## src/rtl/riscv_pkg.sv

```systemverilog
// Shared RV64 definitions for the fetch stage and the decoders.
//   XLEN / ILEN      : datapath and instruction widths
//   NOP_INSTR        : canonical NOP (addi x0, x0, 0) shown while no instruction is held
//   OPC_*            : major opcode constants used by the decoders
//   fetch_state_t    : fetch FSM encoding; StFault exists only with MISALIGN_TRAP_EN
// Configuration macro: MISALIGN_TRAP_EN
package riscv_pkg;

    localparam int unsigned XLEN = 64;
    localparam int unsigned ILEN = 32;

    localparam logic [ILEN-1:0] NOP_INSTR = 32'h0000_0013;

    localparam logic [6:0] OPC_LOAD   = 7'b000_0011;
    localparam logic [6:0] OPC_OP_IMM = 7'b001_0011;
    localparam logic [6:0] OPC_AUIPC  = 7'b001_0111;
    localparam logic [6:0] OPC_STORE  = 7'b010_0011;
    localparam logic [6:0] OPC_OP     = 7'b011_0011;
    localparam logic [6:0] OPC_LUI    = 7'b011_0111;
    localparam logic [6:0] OPC_BRANCH = 7'b110_0011;
    localparam logic [6:0] OPC_JALR   = 7'b110_0111;
    localparam logic [6:0] OPC_JAL    = 7'b110_1111;

    typedef enum logic [2:0] {
        StIdle,
        StFetch,
        StDrain,
        StValid
`ifdef MISALIGN_TRAP_EN
        ,
        StFault
`endif
    } fetch_state_t;

endpackage

```

## src/rtl/fetch_pc_reg.sv

```systemverilog
// Program counter register with next-PC selection (reset / pc+4 / redirect target).
// Ports:
//   clk, rst_n   clock, asynchronous active-low reset (pc <= RESET_PC)
//   pc_inc       advance pc by 4 (wraps modulo 2^64)
//   pc_load      load redirect_pc (takes priority over pc_inc)
//   redirect_pc  redirect target
//   pc           current fetch PC
// Configuration macro: MISALIGN_TRAP_EN. Without it the target's low two bits are
// cleared here; with it the FSM never loads a misaligned target.
module fetch_pc_reg
    import riscv_pkg::*;
#(
    parameter logic [XLEN-1:0] RESET_PC = '0
) (
    input  logic            clk,
    input  logic            rst_n,
    input  logic            pc_inc,
    input  logic            pc_load,
    input  logic [XLEN-1:0] redirect_pc,
    output logic [XLEN-1:0] pc
);

    logic [XLEN-1:0] pc_q, pc_d;
    logic [XLEN-1:0] target;

`ifdef MISALIGN_TRAP_EN
    assign target = redirect_pc;
`else
    assign target = {redirect_pc[XLEN-1:2], 2'b00};
`endif

    always_comb begin
        pc_d = pc_q;
        if (pc_load) begin
            pc_d = target;
        end else if (pc_inc) begin
            pc_d = pc_q + 64'd4;
        end
    end

    always_ff @(posedge clk or negedge rst_n) begin
        if (!rst_n) begin
            pc_q <= RESET_PC;
        end else begin
            pc_q <= pc_d;
        end
    end

    assign pc = pc_q;

endmodule

```

## src/rtl/instruction_fetch_unit.sv

```systemverilog
// RV64 fetch stage: fetches 32-bit words over a req/ack memory handshake and hands one
// instruction plus its PC to decode over valid/ready. Accepts downstream redirects.
// Ports:
//   clk, rst_n                  clock, asynchronous active-low reset
//   imem_req/imem_addr          fetch request, held with stable address until imem_ack
//   imem_ack/imem_rdata         response strobe and instruction word
//   if_valid/if_ready           decode handshake
//   if_instruction/if_pc        instruction and its address
//   redirect/redirect_pc        replace the fetch PC
//   fetch_fault                 sticky misaligned-redirect flag (0 without the macro)
// Configuration macro: MISALIGN_TRAP_EN enables the misaligned-redirect trap.
module instruction_fetch_unit
    import riscv_pkg::*;
#(
    parameter logic [63:0] RESET_PC = 64'h0000_0000_0000_0000
) (
    input  logic        clk,
    input  logic        rst_n,
    output logic        imem_req,
    output logic [63:0] imem_addr,
    input  logic        imem_ack,
    input  logic [31:0] imem_rdata,
    output logic        if_valid,
    input  logic        if_ready,
    output logic [31:0] if_instruction,
    output logic [63:0] if_pc,
    input  logic        redirect,
    input  logic [63:0] redirect_pc,
    output logic        fetch_fault
);

    fetch_state_t state_q, state_d;
    logic [63:0]  pc;
    logic [63:0]  drain_addr_q;
    logic [31:0]  if_instruction_q;
    logic [63:0]  if_pc_q;
    logic         pc_inc, pc_load, capture;
    logic         misalign, take;

`ifdef MISALIGN_TRAP_EN
    logic fault_pend_q, fault_pend_d;
    assign misalign = redirect & (|redirect_pc[1:0]);
`else
    assign misalign = 1'b0;
`endif
    assign take = redirect & ~misalign;

    fetch_pc_reg #(
        .RESET_PC (RESET_PC)
    ) u_pc_reg (
        .clk         (clk),
        .rst_n       (rst_n),
        .pc_inc      (pc_inc),
        .pc_load     (pc_load),
        .redirect_pc (redirect_pc),
        .pc          (pc)
    );

    always_ff @(posedge clk or negedge rst_n) begin
        if (!rst_n) begin
            state_q          <= StIdle;
            drain_addr_q     <= RESET_PC;
            if_instruction_q <= NOP_INSTR;
            if_pc_q          <= '0;
`ifdef MISALIGN_TRAP_EN
            fault_pend_q     <= 1'b0;
`endif
        end else begin
            state_q <= state_d;
            // Remember the in-flight address so a redirect can't move it mid-request.
            if (state_q == StFetch) begin
                drain_addr_q <= pc;
            end
            if (capture) begin
                if_instruction_q <= imem_rdata;
                if_pc_q          <= pc;
            end
`ifdef MISALIGN_TRAP_EN
            fault_pend_q <= fault_pend_d;
`endif
        end
    end

    always_comb begin
        state_d = state_q;
        pc_load = 1'b0;
        pc_inc  = 1'b0;
        capture = 1'b0;
`ifdef MISALIGN_TRAP_EN
        fault_pend_d = fault_pend_q;
`endif
        unique case (state_q)
            StIdle: begin
                pc_load = take;
                state_d = StFetch;
`ifdef MISALIGN_TRAP_EN
                if (misalign) state_d = StFault;
`endif
            end
            StFetch: begin
                if (imem_ack) begin
                    if (redirect) begin
                        pc_load = take;
                        state_d = StFetch;
`ifdef MISALIGN_TRAP_EN
                        if (misalign) state_d = StFault;
`endif
                    end else begin
                        capture = 1'b1;
                        pc_inc  = 1'b1;
                        state_d = StValid;
                    end
                end else if (redirect) begin
                    pc_load = take;
                    state_d = StDrain;
`ifdef MISALIGN_TRAP_EN
                    fault_pend_d = misalign;
`endif
                end
            end
            StDrain: begin
                pc_load = take;
                if (imem_ack) begin
                    state_d = StFetch;
`ifdef MISALIGN_TRAP_EN
                    fault_pend_d = 1'b0;
                    if (fault_pend_q || misalign) state_d = StFault;
`endif
                end
`ifdef MISALIGN_TRAP_EN
                else if (misalign) begin
                    fault_pend_d = 1'b1;
                end
`endif
            end
            StValid: begin
                // Redirect kills the held instruction even if decode accepts it.
                if (redirect) begin
                    pc_load = take;
                    state_d = StFetch;
`ifdef MISALIGN_TRAP_EN
                    if (misalign) state_d = StFault;
`endif
                end else if (if_ready) begin
                    state_d = StFetch;
                end
            end
`ifdef MISALIGN_TRAP_EN
            StFault: state_d = StFault;
`endif
            default: state_d = StIdle;
        endcase
    end

    always_comb begin
        imem_req       = (state_q == StFetch) || (state_q == StDrain);
        imem_addr      = (state_q == StDrain) ? drain_addr_q : pc;
        if_valid       = (state_q == StValid);
        if_instruction = if_instruction_q;
        if_pc          = if_pc_q;
`ifdef MISALIGN_TRAP_EN
        fetch_fault    = (state_q == StFault);
`else
        fetch_fault    = 1'b0;
`endif
    end

endmodule

```

## config.mk

```make
export PLATFORM = sky130hd
export DESIGN_NAME = instruction_fetch_unit
export DESIGN_NICKNAME = d
export VERILOG_FILES = /design/src/rtl/riscv_pkg.sv /design/src/rtl/fetch_pc_reg.sv /design/src/rtl/instruction_fetch_unit.sv
export SDC_FILE = /design/constraint.sdc
export NUM_CORES = 1
export LEC_CHECK = 0
export CAP_MARGIN = 0
export CELL_PAD_IN_SITES_DETAIL_PLACEMENT = 1
export CELL_PAD_IN_SITES_GLOBAL_PLACEMENT = 2
export CORE_MARGIN = 4
export CORE_UTILIZATION = 34
export DETAILED_ROUTE_END_ITERATION = 7
export PLACE_DENSITY_LB_ADDON = 0.15
export SKIP_LAST_GASP = 1
export SYNTH_ARGS = -nofsm -noshare
export SYNTH_HDL_FRONTEND = slang
export SYNTH_SLANG_ARGS = --single-unit
```

## constraint.sdc

```tcl
create_clock -name clk -period 6.8 [get_ports clk]
set_input_delay 0.68 -clock clk [delete_from_list [all_inputs] [get_ports clk]]
set_output_delay 0.68 -clock clk [all_outputs]
set_load 0.005 [all_outputs]
```

==> results of run 1 <==
-- cell usage in the layout (no fill, tap or decap), drive strengths merged, types with 2 or more instances in the layout --
master         instances
clkdlybuf4s50        254
dfrtp                217
mux2                 215
nand2                 79
o21ai                 55
clkbuf                40
nand3                 32
nand4                 27
nor2                  26
xnor2                 26
nor4                  21
nor3                  19
a31oi                 15
xor2                  15
or3                   13
or4                   12
inv                    8
buf                    7
and4                   6
nor2b                  5
o31ai                  5
and3                   5
conb                   5
clkinv                 5
ha                     4
a221o                  3
mux2i                  3
bufinv                 3
dfstp                  3
a22oi                  2
or2                    2
a21oi                  2
and2                   2
-- power by group --
group | leakage (nW) | switching, mW | internal [mW]
registers | 2.61 | 0.313 | 1.82
logic | 2.54 | 0.708 | 1.33
clock network | 0.454 | 0.561 | 0.922
total | 5.61 | 1.58 | 4.07
-- per-stage QoR --
step                      total power [mW]  instances  instance area [um^2]
after floorplan                       3.07        910                 10600
after global placement                4.19       1493                 13400
after detailed placement              4.24       1493                 13400
after CTS                             5.77       1540                 14300
after global routing                  6.00       1541                 14300
final                                 5.66       1541                 14300
-- worst paths after layout --
path                                  from                end  slack, ns  depth (start not counted)
min in group clk                 if_pc[59]          if_pc[59]       0.49                          2
worst max register to register  state_q[1]    u_pc_reg.pc[55]       2.61                          7
worst min-delay path                 rst_n  if_instruction[9]       0.18                          1
max in group asynchronous            rst_n    u_pc_reg.pc[25]       5.39                          2
worst min register to register   if_pc[59]          if_pc[59]       0.49                          2
worst max-delay path            state_q[1]    u_pc_reg.pc[55]       2.61                          7
-- worst max-delay path, delay by kind of cell, from the launching register on --
| kind | cells | cell delay [ns] |
|---|---|---|
| flip-flops | 1 | 0.42 |
| AO/OA/AOI/OAI | 1 | 0.17 |
| adder cells (fa/ha/maj) | 1 | 0.81 |
| buffers and inverters | 1 | 0.13 |
| AND/OR/NAND/NOR | 4 | 2.55 |
-- flip-flops by register name, indices dropped and copies added (netlist names) --
register / flops
if_instruction: 32
u_pc_reg.pc: 62
state_q: 2
drain_addr_q: 62
if_pc: 62
-- metal layers --
layer | vias up | GRT usage (%)
li1 | 3684 | -
met4 | 6 | 3.64
met2 | 168 | 30.9
met1 | 4014 | 26.0
met3 | 38 | 3.95
met5 | - | 0
-- logic make-up (layout without fill, tap and decap cells) --
group | after synthesis | count (layout) | share of synthesized area, %
muxes | 218 | 218 | 23.2
and+or+nand+nor | 255 | 255 | 12.9
xor gates and xnor gates | 41 | 41 | 3.40
AOI/OAI and AO/OA | 84 | 84 | 4.53
buffers and inverters | 83 | 317 | 3.24
DFF | 220 | 220 | 52.2
other | 1 | 6 | 0.0355
adders and majority gates | 4 | 4 | 0.474
-- cell type report --
class                      instances  area [um^2]  area share (%)
sequential                       220         5510            38.5
multi-input combinational        607         4750            33.2
timing repair buffer             261         2610            18.2
clock buffer                      40          805            5.62
tap                              396          495            3.46
clock inverter                     7          110           0.769
inverter                           9         33.8           0.236
antenna                            1         2.50          0.0175
==> results.yml, run 1 <==
detailed_routing:
  met1_length_um: 14700
  route.detailed.wl_per_inst_um: 21.0
  routed.top_layer: "met5"
  drt_first_iter_violations: 344
  wl_met2_um: 15400
  drt-vias-per-instance: 5.13
  routed_wl_um: 32400
  via_count: 7910
  drt_first_pass_iters: 4
  ant_nets: 0
  wl_met3_um: 1750
  route.detailed.drc: 0
sta:
  final.setup_skew_ns: 0.0185
  fmax_ghz: 0.239
  relSlewSlack_pct: 29.9
  timing.final.crit_share_pct: 61.6
  holdWs_ns: 0.185
  setup-tns-final_ns: 0
  fin_crit_ns: 4.19
  rsz0062_at_grt: "false"
  worst_slack_ns: 2.61
  hold_viol_final: 0
  maxSlewViolCount: 0
  tightest_slew_ns: 1.05
  setup_violations: 0
place:
  dp_hpwl_um: 22000
  port_buffers: 256
  place_congestion: 0.720
  post-place-ws_ns: 2.52
critical_path:
  path_class: "reg -> reg"
  crit_slowest_cell: "or4_1"
  cpPeakStageDelay_ns: 0.91
  worst_path_most_repeated_cell: "or4_1"
  startpoint_type: "flip-flop"
  worstPathArrival_ns: 4.64
  path_max_fanout: 68
  path_cells: "inv_1, ha_4, nand4_1, or4_1, or4b_4, or4_1, a31oi_1"
  required_ns: 7.25
  critPathCaptureType: "flip-flop"
floorplanning:
  dieArea_mm2: 0.0339
  rows: 64
  start_util_pct: 34.5
  die_h_um: 184
  coreArea_mm2: 0.0306
  pin_count: 264
  die_w_um: 184
global_route:
  grt_usage_pct: 18.8
  grt_pass1_wl_um: 50800
  grt-ovfl-total: 0
  grt_max_degree: 112
  antenna_found_initial: 4
  grt_pass1_vias: 8545
clock_tree:
  clk_pin_slew_ns: 0.06
  post-cts-setup-buffers: 0
  cts_buffers: 26
  htreeDepth: 1
  cts_hold_buf: 0
  clock_path_buffers: 3
  cts_resized: 0
  clkSinkCount: 220
  clock_latency_ns: 0.53
  root_buffer: "clkbuf_16"
  cts_tree: "yes"
synth:
  ys_types: 44
  ys_async_sr_fraction_pct: 100
  netlist_top_cells_area: "dfrtp_1 51%, mux2_2 23%, nand2_1 2.8%"
  yosysWarnings: 0
  synth_edf_count: 0
  syn_area_per_cell_um2: 11.6
  synth_common_cells: "217 x dfrtp_1, 215 x mux2_2, 79 x nand2_1"
  synth_flop_cell: "dfrtp_1"
  ys_seq_area_share_pct: 52.2
  ys_seq_elements: 220
  synth_area_mm2: 0.0105
  synth_top_area_cell: "dfrtp_1"
  syn-instance-count: 906
  synth_top_area_share_pct: 51.5
  yosysMostFrequentCell: "dfrtp_1"
power:
  max-vdd-ir-drop_v: 0.000206
  p_leak_nw: 5.61
  p_per_area_mw_per_mm2: 395
status:
  outcome: "finished, final reports clean"
worst_hold_path:
  hold_path.class: "in -> async"
flow_run:
  maxCapViolCount: 0
cells_and_area:
  syn_to_final_growth_pct: 35.7
  post-route-util_pct: 46.8
  drive_gt1_share_pct: 24.2
  nFillCells: 3189
  fin_nets: 1230
Note: power is estimated with default switching activity, not from simulation.
==> run 2: changes to the inputs <==
--- a/config.mk
+++ b/config.mk
@@ -9,7 +9,7 @@
 export CELL_PAD_IN_SITES_DETAIL_PLACEMENT = 1
 export CELL_PAD_IN_SITES_GLOBAL_PLACEMENT = 2
 export CORE_MARGIN = 4
-export CORE_UTILIZATION = 34
+export CORE_UTILIZATION = 29
 export DETAILED_ROUTE_END_ITERATION = 7
 export PLACE_DENSITY_LB_ADDON = 0.15
 export SKIP_LAST_GASP = 1
==> constraint.sdc (replaced) <==
create_clock -name clk -period 3.7 [get_ports clk]
set_input_delay 0.37 -clock clk [delete_from_list [all_inputs] [get_ports clk]]
set_output_delay 0.37 -clock clk [all_outputs]
set_load 0.005 [all_outputs]
==> run 2 against run 1 <==
Routed wire length rose by 5.7%. Sequential power rose by 84%. Clock-buffer cell count fell by 4. Clock power rose by 61%. Global-route usage fell by 1.8 points. Setup slack got worse by 2.0 ns. Hold slack improved by 0.22 ns. Clock skew fell by 0.010 ns. Final cell count rose by 5.5%. Critical path depth fell by 2. Core utilization fell by 6.4 points. Non-clock buffer count rose by 25. Critical path type is now reg -> out. Largest cell class unchanged.
==> results.yml, run 2 (same netlist as run 1, synthesis figures left out) <==
cells_and_area:
  register_area_mm2: 0.00551
  fin_nets: 1256
  final_cell_mix: "254 x clkdlybuf4s50_1, 217 x dfrtp_1, 215 x mux2_2, 78 x nand2_1, 54 x o21ai_0"
  multi_input_area_mm2: 0.00475
  final_common_cell: "clkdlybuf4s50_1"
  drive_gt1_share_pct: 25.3
  antenna_cells: 0
  nFillCells: 3906
  syn_to_final_growth_pct: 36.9
  post-route-util_pct: 40.4
clock_tree:
  clock_path_buffers: 3
  clkSinkCount: 220
  cts_buffers: 27
  htreeDepth: 1
  cts_tree: "yes"
  clock_latency_ns: 0.52
  cts_resized: 0
  clk_pin_slew_ns: 0.06
  root_buffer: "clkbuf_16"
worst_hold_path:
  hold_path.class: "in -> reg"
  min_from: "redirect_pc[38]"
floorplanning:
  start_util_pct: 29.5
  die_h_um: 199
  rows: 69
  pin_count: 264
  die_w_um: 199
  coreArea_mm2: 0.0357
  dieArea_mm2: 0.0395
sta:
  worst_slack_ns: 0.605
  fin_crit_ns: 3.09
  holdWs_ns: 0.404
  relSlewSlack_pct: 39.6
  rsz0062_at_grt: "false"
  maxSlewViolCount: 0
  hold_viol_final: 0
  final.setup_skew_ns: 0.00839
  setup-tns-final_ns: 0
  tightest_slew_ns: 0.906
  timing.final.crit_share_pct: 83.6
  fmax_ghz: 0.323
  setup_violations: 0
power:
  p_leak_nw: 5.66
  power.total_mw: 10.1
  p_per_area_mw_per_mm2: 700
  max-vdd-ir-drop_v: 0.000312
detailed_routing:
  ant_nets: 0
  drt_first_pass_iters: 4
  drt_first_iter_violations: 256
  route.detailed.wl_per_inst_um: 21.1
  drt-vias-per-instance: 4.89
  via_count: 7948
  route.detailed.drc: 0
  routed_wl_um: 34200
place:
  post-place-ws_ns: 0.778
  port_buffers: 256
  dp_hpwl_um: 24600
  place_congestion: 0.747
critical_path:
  path_max_fanout: 28
  required_ns: 3.33
  startpoint_type: "flip-flop"
  critPathCaptureType: "primary output"
  timing.rr.start: "u_pc_reg.pc[10]"
  worstPathArrival_ns: 2.72
  path_class: "reg -> out"
  startpoint: "state_q[0]"
global_route:
  grt_max_degree: 99
  grt_pass1_wl_um: 52800
  grt_usage_pct: 17.0
  grt_pass1_vias: 8486
  grt-ovfl-total: 0
  antenna_found_initial: 1
status:
  outcome: "finished, final reports clean"
flow_run:
  maxCapViolCount: 0
run 2: final cells by class:
class | instances | share of cell area (%)
Inverter | 9 | 0.234
Tap cell | 461 | 3.99
Clock inverter | 6 | 0.225
Sequential cell | 220 | 38.1
Timing Repair Buffer | 286 | 19.4
Clock buffer | 36 | 5.12
Multi-Input combinational cell | 607 | 32.9
run 2: what timing repair did:
item                                    CTS  global route
endpoints found under the setup margin    0             0
endpoints found under the hold margin    82             0
buffers inserted                          0             0
hold buffers                              1             0
run 2: critical path, stage by stage (launching register included):
cell             delay [ns]
dfrtp_1                0.43
inv_1                  0.12
ha_4                   0.47
buf_4                  0.34
mux2_2                 0.37
clkdlybuf4s50_1        0.45
run 2: through the flow:
stage | instances | area, um^2
2_1_floorplan | 910 | 10600
3_3_place_gp | 1582 | 13700
3_5_place_dp | 1582 | 13700
4_1_cts | 1625 | 14400
5_1_grt | 1625 | 14400
6_report | 1625 | 14400
run 2: path summary, 6_finish.rpt:
path | cells past startpoint | slack (ns) | endpoint
max | 5 | 0.61 | imem_addr[38]
max in group asynchronous | 3 | 2.16 | drain_addr_q[56]
max reg2reg | 5 | 0.96 | u_pc_reg.pc[55]
min in group asynchronous | 2 | 0.45 | if_instruction[8]
min reg2reg | 2 | 0.50 | if_pc[25]
min | 3 | 0.40 | u_pc_reg.pc[38]
run 2: per-layer routing:
metal	part of all wire [%]	track usage, %
met5	0.020	0
met2	49	29.1
met1	45	22.9
met4	1.5	2.79
met3	4.6	3.47
run 2: where the power goes:
part           total (mW)  switching [mW]  internal (mW)
combinational        3.81            1.34           2.47
clock                2.39            1.01           1.38
sequential           3.91           0.562           3.35
total                10.1            2.92           7.19
